**src/rtl/multi_channel_pwm_converter.sv**
```systemverilog
// multi_channel_pwm_converter
//
// Converts CHANNELS distance samples into PWM outputs driven from one shared period
// counter. Each channel's duty is proportional or inverse to its distance sample and
// saturates at MAX_COUNT. A new duty is latched only at a period wrap or a synchronous
// restart, so a pulse is never cut short or stretched mid-period.
//
// Ports:
//   clk           system clock, rising edge
//   reset         asynchronous active-high reset
//   enable        clock enable; low holds every register
//   sync_restart  restart the period at cnt=0 and reload duties; overrides enable
//   distance      packed samples, channel c at [c*WIDTH +: WIDTH]
//   mode          per channel: 0 proportional, 1 inverse
//   ch_en         per channel enable; a disabled channel gets duty 0
//   pwm_out       registered PWM outputs
//   period_start  registered flag, high during the first cycle of each period

module multi_channel_pwm_converter #(
   parameter int unsigned WIDTH     = 13,
   parameter int unsigned MAX_COUNT = 3000,
   parameter int unsigned CHANNELS  = 4
) (
   input  logic                      clk,
   input  logic                      reset,
   input  logic                      enable,
   input  logic                      sync_restart,
   input  logic [CHANNELS*WIDTH-1:0] distance,
   input  logic [CHANNELS-1:0]       mode,
   input  logic [CHANNELS-1:0]       ch_en,
   output logic [CHANNELS-1:0]       pwm_out,
   output logic                      period_start
);

   localparam int unsigned CW   = $clog2(MAX_COUNT + 1);
   localparam int unsigned CMPW = (WIDTH > CW) ? WIDTH : CW;

   localparam logic [CMPW-1:0] MaxCmp  = CMPW'(MAX_COUNT);
   localparam logic [CW-1:0]   LastCnt = CW'(MAX_COUNT - 1);

   logic [CW-1:0]       cnt_q, cnt_d;
   logic [CW-1:0]       duty_q [CHANNELS];
   logic [CW-1:0]       duty_d [CHANNELS];
   logic [CW-1:0]       target [CHANNELS];
   logic [CHANNELS-1:0] pwm_d;
   logic                wrap;
   logic                step;
   logic                reload;

   always_comb begin
      wrap   = (cnt_q == LastCnt);
      // Any edge that is not a hold edge updates the output registers.
      step   = sync_restart | enable;
      reload = sync_restart | (enable & wrap);
      cnt_d  = cnt_q;
      if (sync_restart) begin
         cnt_d = '0;
      end else if (enable) begin
         cnt_d = wrap ? '0 : cnt_q + CW'(1);
      end
   end

   for (genvar c = 0; c < CHANNELS; c++) begin : g_ch
      logic [CMPW-1:0] dist_ext;
      logic [CMPW-1:0] dist_sat;

      assign dist_ext = CMPW'(distance[c*WIDTH +: WIDTH]);
      assign dist_sat = (dist_ext >= MaxCmp) ? MaxCmp : dist_ext;

      // dist_sat never exceeds MAX_COUNT, so narrowing to CW bits is lossless.
      assign target[c] = !ch_en[c] ? '0 :
                         mode[c]   ? CW'(MaxCmp - dist_sat) : CW'(dist_sat);

      assign duty_d[c] = reload ? target[c] : duty_q[c];

      // Outputs come from next-state values so they line up with the cycle cnt_d shows.
      assign pwm_d[c] = (CMPW'(cnt_d) < CMPW'(duty_d[c]));
   end

   always_ff @(posedge clk or posedge reset) begin
      if (reset) begin
         cnt_q        <= '0;
         pwm_out      <= '0;
         period_start <= 1'b0;
         for (int c = 0; c < CHANNELS; c++) begin
            duty_q[c] <= '0;
         end
      end else begin
         cnt_q <= cnt_d;
         for (int c = 0; c < CHANNELS; c++) begin
            duty_q[c] <= duty_d[c];
         end
         if (step) begin
            pwm_out      <= pwm_d;
            period_start <= reload;
         end
      end
   end

endmodule
```
**config.mk**
```make
export PLATFORM = sky130hd
export DESIGN_NAME = multi_channel_pwm_converter
export DESIGN_NICKNAME = d
export VERILOG_FILES = /design/src/rtl/multi_channel_pwm_converter.sv
export SDC_FILE = /design/constraint.sdc
export NUM_CORES = 1
export LEC_CHECK = 0
export ABC_AREA = 1
export CAP_MARGIN = 0
export CORE_UTILIZATION = 45
export DETAILED_ROUTE_END_ITERATION = 16
export PLACE_DENSITY_LB_ADDON = 0.1
export SLEW_MARGIN = 20
export SYNTH_ARGS = -nofsm -noshare
export SYNTH_HDL_FRONTEND = slang
export SYNTH_SLANG_ARGS = --single-unit
```
**constraint.sdc**
```tcl
create_clock -name clk -period 3.6 [get_ports clk]
set_clock_uncertainty 0.2 [all_clocks]
set_input_delay 0.54 -clock clk [delete_from_list [all_inputs] [get_ports clk]]
set_output_delay 0.54 -clock clk [all_outputs]
set_load 0.01 [all_outputs]
```
**Word level (Yosys, flattened, before mapping)**

Index checks and enable logic that the tools add are counted.

- Register bits: 65
- Bits in latches: 0
- RAM bits: 0
- ROM bits: 0
- Bits of input ports: 64
- Output and inout port bits: 5
- Word-level logic and storage cells: 43
- Memories kept: 0

- Add/sub/neg operators: 5
- Multipliers: 0
- Div/mod/pow operators: 0
- Order comparisons: 8
- Eq/ne operators: 1
- Shift-type cells: 0
- Mux-type cells: 19
- Bitwise logic cells: 3
- Reduce and logical (&&, ||, !) cells: 0

Operators by type and width:

| operator | count |
|---|---|
| two-way mux 12 bit | 19 |
| greater-or-equal comparator 13 x 12 -> 1 bit (second input constant) | 4 |
| < comparator 12 bit | 4 |
| subtractor 12 bit (first input constant) | 4 |
| adder 12 x 1 -> 12 bit (second input constant) | 1 |
| == test 12 bit (second input constant) | 1 |
| bitwise OR 1 bit | 2 |
| bitwise AND 1 bit | 1 |

**Logic depth before layout (Yosys ltp)**

- Depth after elaboration: 7
- Depth in mapped cells: 24
- Depth with buffers taken out: 24

**Least setup slack after synthesis**

Ideal clock, no wire load.

- Path kind: input to register
- Start point: input enable
- End point: register pwm_out[0]
- Arrival time: 2.881 ns
- Setup slack: 0.454 ns
- Cell stages on the path: 18
- Path through: buf_2 -> nor2_4 -> inv_2 -> nand2_2 -> buf_6 -> inv_2 -> buf_2 -> nor3_1 -> ha_1 -> nand2_1 -> inv_1 -> nand2_1 -> nand3_1 -> nand3_1 -> a21oi_1 -> a2111oi_0 -> nand2_1 -> nand2_1

RTL lines:

| element | line | source |
|---|---|---|
| start: declaration | 26 | `input logic enable,` |
| two-way mux 12 bit | 58 | `end else if (enable) begin` |
| two-way mux 12 bit | 56 | `if (sync_restart) begin` |
| named net cnt_d[7] | 41 | `logic [CW-1:0] cnt_q, cnt_d;` |
| < comparator 12 bit | 77 | `assign pwm_d[c] = (CMPW'(cnt_d) < CMPW'(duty_d[c]));` |
| end signal: assignment | 94 | `pwm_out <= pwm_d;` |
| end: declaration | 31 | `output logic [CHANNELS-1:0] pwm_out,` |

The timed path passes the listed nets, and every way through them passes these cells.
A chain may end at the register's enable or synchronous reset.

**Worst setup path after layout**

- Start point: input distance[11]
- End point: register pwm_out[0]

- Cells in the longest elaborated chain, start to end: 7

RTL lines:

| element | line | source |
|---|---|---|
| start: declaration | 28 | `input logic [CHANNELS*WIDTH-1:0] distance,` |
| greater-or-equal comparator 13 x 12 -> 1 bit | 68 | `assign dist_sat = (dist_ext >= MaxCmp) ? MaxCmp : dist_ext;` |
| two-way mux 12 bit (*) | 68 |  |
| subtractor 12 bit | 72 | `mode[c] ? CW'(MaxCmp - dist_sat) : CW'(dist_sat);` |
| two-way mux 12 bit (*) | 72 |  |
| two-way mux 12 bit (*) | 71 | `assign target[c] = !ch_en[c] ? '0 :` |
| two-way mux 12 bit (*) | 74 | `assign duty_d[c] = reload ? target[c] : duty_q[c];` |
| < comparator 12 bit (*) | 77 |  |

Every way passes the cells marked *; elsewhere a longest branch is shown, timed or not.

==> results.tsv <==
stage	metric	value	unit
outcome	status	finished, final reports clean	
sta	relSlewSlack	49.5	%
place	place.gp.congestion	0.890	
drt	wl_per_cell	11.6	um
power_and_ir_drop	p_sw	745	uW
floorplanning	die_x	116	um
place	preCtsSetupSlack	-0.0821	ns
clock_network	cts_made_buffers	9	
drt	drtAntennaViolNets	0	
drt	num_vias	5651	
logic_synthesis	netlist_instances	870	
power_and_ir_drop	clock_power_share	35.0	%
global_route	grt_pass1_vias	5223	
sta	worst_slack	0.302	ns
sta	min_period_over_period	91.6	%
logic_synthesis	syn-cell-area	5810	um2
critical_path	critical_path_class	primary input to register	
power_and_ir_drop	ir_worst_vdd	0.000271	V
floorplanning	start_util	46.1	%
logic_synthesis	ys.flop_type	dfrtp_1	
drt	drtIter0Drc	288	
logic_synthesis	synth_top_area_share	28.0	%
power_and_ir_drop	p_leak	4.03	nW
logic_synthesis	synth_cell_types	55	
drt	remaining_drc_errors	0	
logic_synthesis	yosys.area.top_type	dfrtp_1	
logic_synthesis	synth_area_leaders	dfrtp_1 (28%), nand2_1 (17%), ha_1 (11%), inv_1 (7.6%), nor2_1 (5.0%)	
critical_path	start_kind	primary input	
critical_path	required	3.68	ns
place	portBuffers	68	
sta	hold_ws	0.275	ns
sta	fin_setup_tns	0	ns
critical_path	worstPathArrival	3.37	ns
cells_and_area	area_growth	29.5	%
global_route	antenna_found_initial	0	
global_route	grt.overflow.total	0	
floorplanning	core-area	12600	um2
power_and_ir_drop	p_per_area	321	nW/um2
sta	worstMarginPinSlew	0.756	ns
critical_path	cpMostUsedCell	nand2_1	
critical_path	path_cells	clkdlybuf4s50_1, nand2_1, nor2_4, nand3b_4, nand2_4, inv_4, nand2_1, ha_1, nand3_1, nand3_1, xor2_1, a21oi_1, ha_1, nand2_1, inv_1, nand2_1, nand3_1, nand3_1, a21oi_1, a2111oi_2, nand2_1, nand2_1	
floorplanning	rows	41	
logic_synthesis	synth_edf_count	0	
logic_synthesis	avgSynthCellArea	6.68	um2
clock_network	root_buffer	clkbuf_16	
critical_path	cp_max_fo	6	
cells_and_area	num_antenna_cells	0	
power_and_ir_drop	sw_frac_of_total	30.9	%
sta	grt_setup_unrepaired	no	
floorplanning	design.portCount	69	
cells_and_area	final_core_util	59.7	%
floorplanning	dieArea	13400	um2
clock_network	cts_sinks	65	
worst_hold_path	min_path_type	register to register	
logic_synthesis	seq_area_frac_synth	28.0	%
logic_synthesis	synth_nets	983	
logic_synthesis	yosys-top-cells-count	nand2_1 (268), inv_1 (117), nor2_1 (78)	
critical_path	worstSetupEndpointType	register	
sta	report.final.slew_viol_count	0	
clock_network	cts.clk_slew.worst_paths	0.05	ns
clock_network	post-cts-setup-buffers	0	
global_route	grt_max_degree	36	
sta	min_period	3.30	ns
floorplanning	die_h	116	um
sta	setup_viol	0	
drt	drt_pass1_iterations	5	
logic_synthesis	async_flop_share	100	%
drt	vias_per_cell	4.76	
critical_path	crit_buf_inv	3	
clock_network	hold_buffers	0	
logic_synthesis	yosys_warnings	0	
clock_network	max-clock-path-buffers	2	
sta	max_freq	0.303	GHz
global_route	grtUsageTotal	22.4	%
sta	final-hold-violation-count	0	
power_and_ir_drop	power.internal	1.67	mW
place	dp_hpwl	11200	um
cells_and_area	num-nets-final	1122	
clock_network	insertion_delay	0.34	ns
critical_path	crit_family	simple AND/OR/NAND/NOR gates	
cells_and_area	post_route_cells_drive_above_1_share	16.4	%
drt	drt_wl_total	13800	um
global_route	grt_pass1_wl	23600	um
power_and_ir_drop	p_comb_share	30.7	%
clock_network	cts_tree	built	
critical_path	slowest_stage	clkdlybuf4s50_1	
flow_run	max_cap_violations	0	
clock_network	htreeDepth	3	
logic_synthesis	yosysMostFrequentCell	nand2_1	
logic_synthesis	ys_ff_latch	65	
power_and_ir_drop	seq_power_share	34.3	%
critical_path	slowest_delay	0.50	ns
worst register-to-register path, cell delays in order, from the launching register on:
cell	delay (ns)
dfrtp_1	0.40
ha_1	0.25
nand2_1	0.08
nor2_1	0.04
nand3_1	0.09
nand2_2	0.14
nand2_2	0.21
inv_2	0.07
buf_4	0.17
nor3b_1	0.35
buf_4	0.19
ha_1	0.25
a21oi_1	0.15
a21oi_1	0.10
a2111oi_2	0.22
nand2_1	0.09
nand2_1	0.06
layout by cell type, fill, tap and decap left out, types with 2 or more instances in the layout:
cell | Yosys | routed
nand2_1 | 268 | 268
a21oi_1 | 35 | 35
a211oi_1 | 4 | 4
o21ai_0 | 17 | 17
o211ai_1 | 4 | 4
inv_1 | 117 | 116
nand4_1 | 9 | 9
a22oi_1 | 4 | 4
a21boi_1 | 2 | 2
nand2_2 | 13 | 13
nand2_4 | 4 | 4
nand3_2 | 5 | 5
nor2_2 | 8 | 8
o31ai_2 | 2 | 2
clkbuf_16 | 0 | 9
inv_4 | 2 | 2
buf_12 | 0 | 3
nor4_1 | 2 | 2
o22ai_1 | 5 | 5
nor3_1 | 10 | 10
ha_1 | 49 | 49
xnor2_1 | 8 | 8
buf_4 | 0 | 71
clkbuf_8 | 0 | 4
nand3b_1 | 5 | 5
dfrtp_1 | 65 | 65
o21ai_1 | 17 | 17
clkinv_2 | 0 | 2
nor2_1 | 78 | 78
a21oi_2 | 4 | 4
clkdlybuf4s50_1 | 0 | 68
inv_2 | 23 | 24
nand3_1 | 56 | 56
xor2_1 | 13 | 13
nor2_4 | 4 | 4
kinds of logic (layout without fill, tap and decap cells):
| kind of cell | count (synthesis) | after routing | synth area share (%) |
|---|---|---|---|
| AND/OR/NAND/NOR | 471 | 471 | 36.3 |
| buffers and inverters | 158 | 302 | 10.7 |
| AO/OA/AOI/OAI | 105 | 105 | 11.1 |
| flip-flops | 65 | 65 | 28.0 |
| adder cells (fa/ha/maj) | 49 | 49 | 10.5 |
| XOR/XNOR | 22 | 22 | 3.44 |
final cells by class:
type                            instances  area [um2]
Fill cell                            1264        5090
Multi-Input combinational cell        647        3570
Sequential cell                        65        1630
Timing Repair Buffer                  142        1270
Inverter                              144         551
Clock buffer                           14         284
Tap cell                              172         215
Clock inverter                          2        10.0
registers in the layout, indices dropped and copies added (netlist names):
signal	cells
period_start	1
duty_q	48
pwm_out	4
cnt_q	12
repair_timing:
item,in CTS,in global routing
hold endpoints to repair,0,0
endpoints found under the setup margin,0,1
gates resized for setup,0,2
metal layers:
layer | global-route usage, % | share of wire, %
met3 | 3.77 | 2.8
met5 | 0 | 0
met4 | 4.87 | 1.1
met2 | 37.7 | 47
met1 | 30.3 | 49
power by group through the flow:
stage / Clock (mW) / Combinational, mW / Sequential, mW
after global placement: 0 / 0.738 / 0.837
after global routing: 0.894 / 0.851 / 0.835
after detailed placement: 0 / 0.743 / 0.840
after floorplan: 0 / 0.472 / 0.837
final: 0.844 / 0.742 / 0.828
after CTS: 0.866 / 0.750 / 0.828
final timing paths:
kind,to,slack (ns),cells past startpoint,from
setup / recovery,pwm_out[0],0.30,22,distance[11]
max in group asynchronous,duty_q[7],2.03,3,reset
hold reg to reg,duty_q[35],0.28,2,duty_q[35]
min in group asynchronous,pwm_out[1],0.46,2,reset
hold / removal,duty_q[35],0.28,2,duty_q[35]
setup reg to reg,pwm_out[0],0.47,16,cnt_q[0]
through the flow:
stage	area, um2	cells	power (mW)
floorplan	5810	870	1.31
global placement	7230	1170	1.57
detailed placement	7230	1170	1.58
CTS	7520	1186	2.44
global route	7530	1186	2.58
finish	7530	1186	2.41
Note: power is estimated with default switching activity, not from simulation.
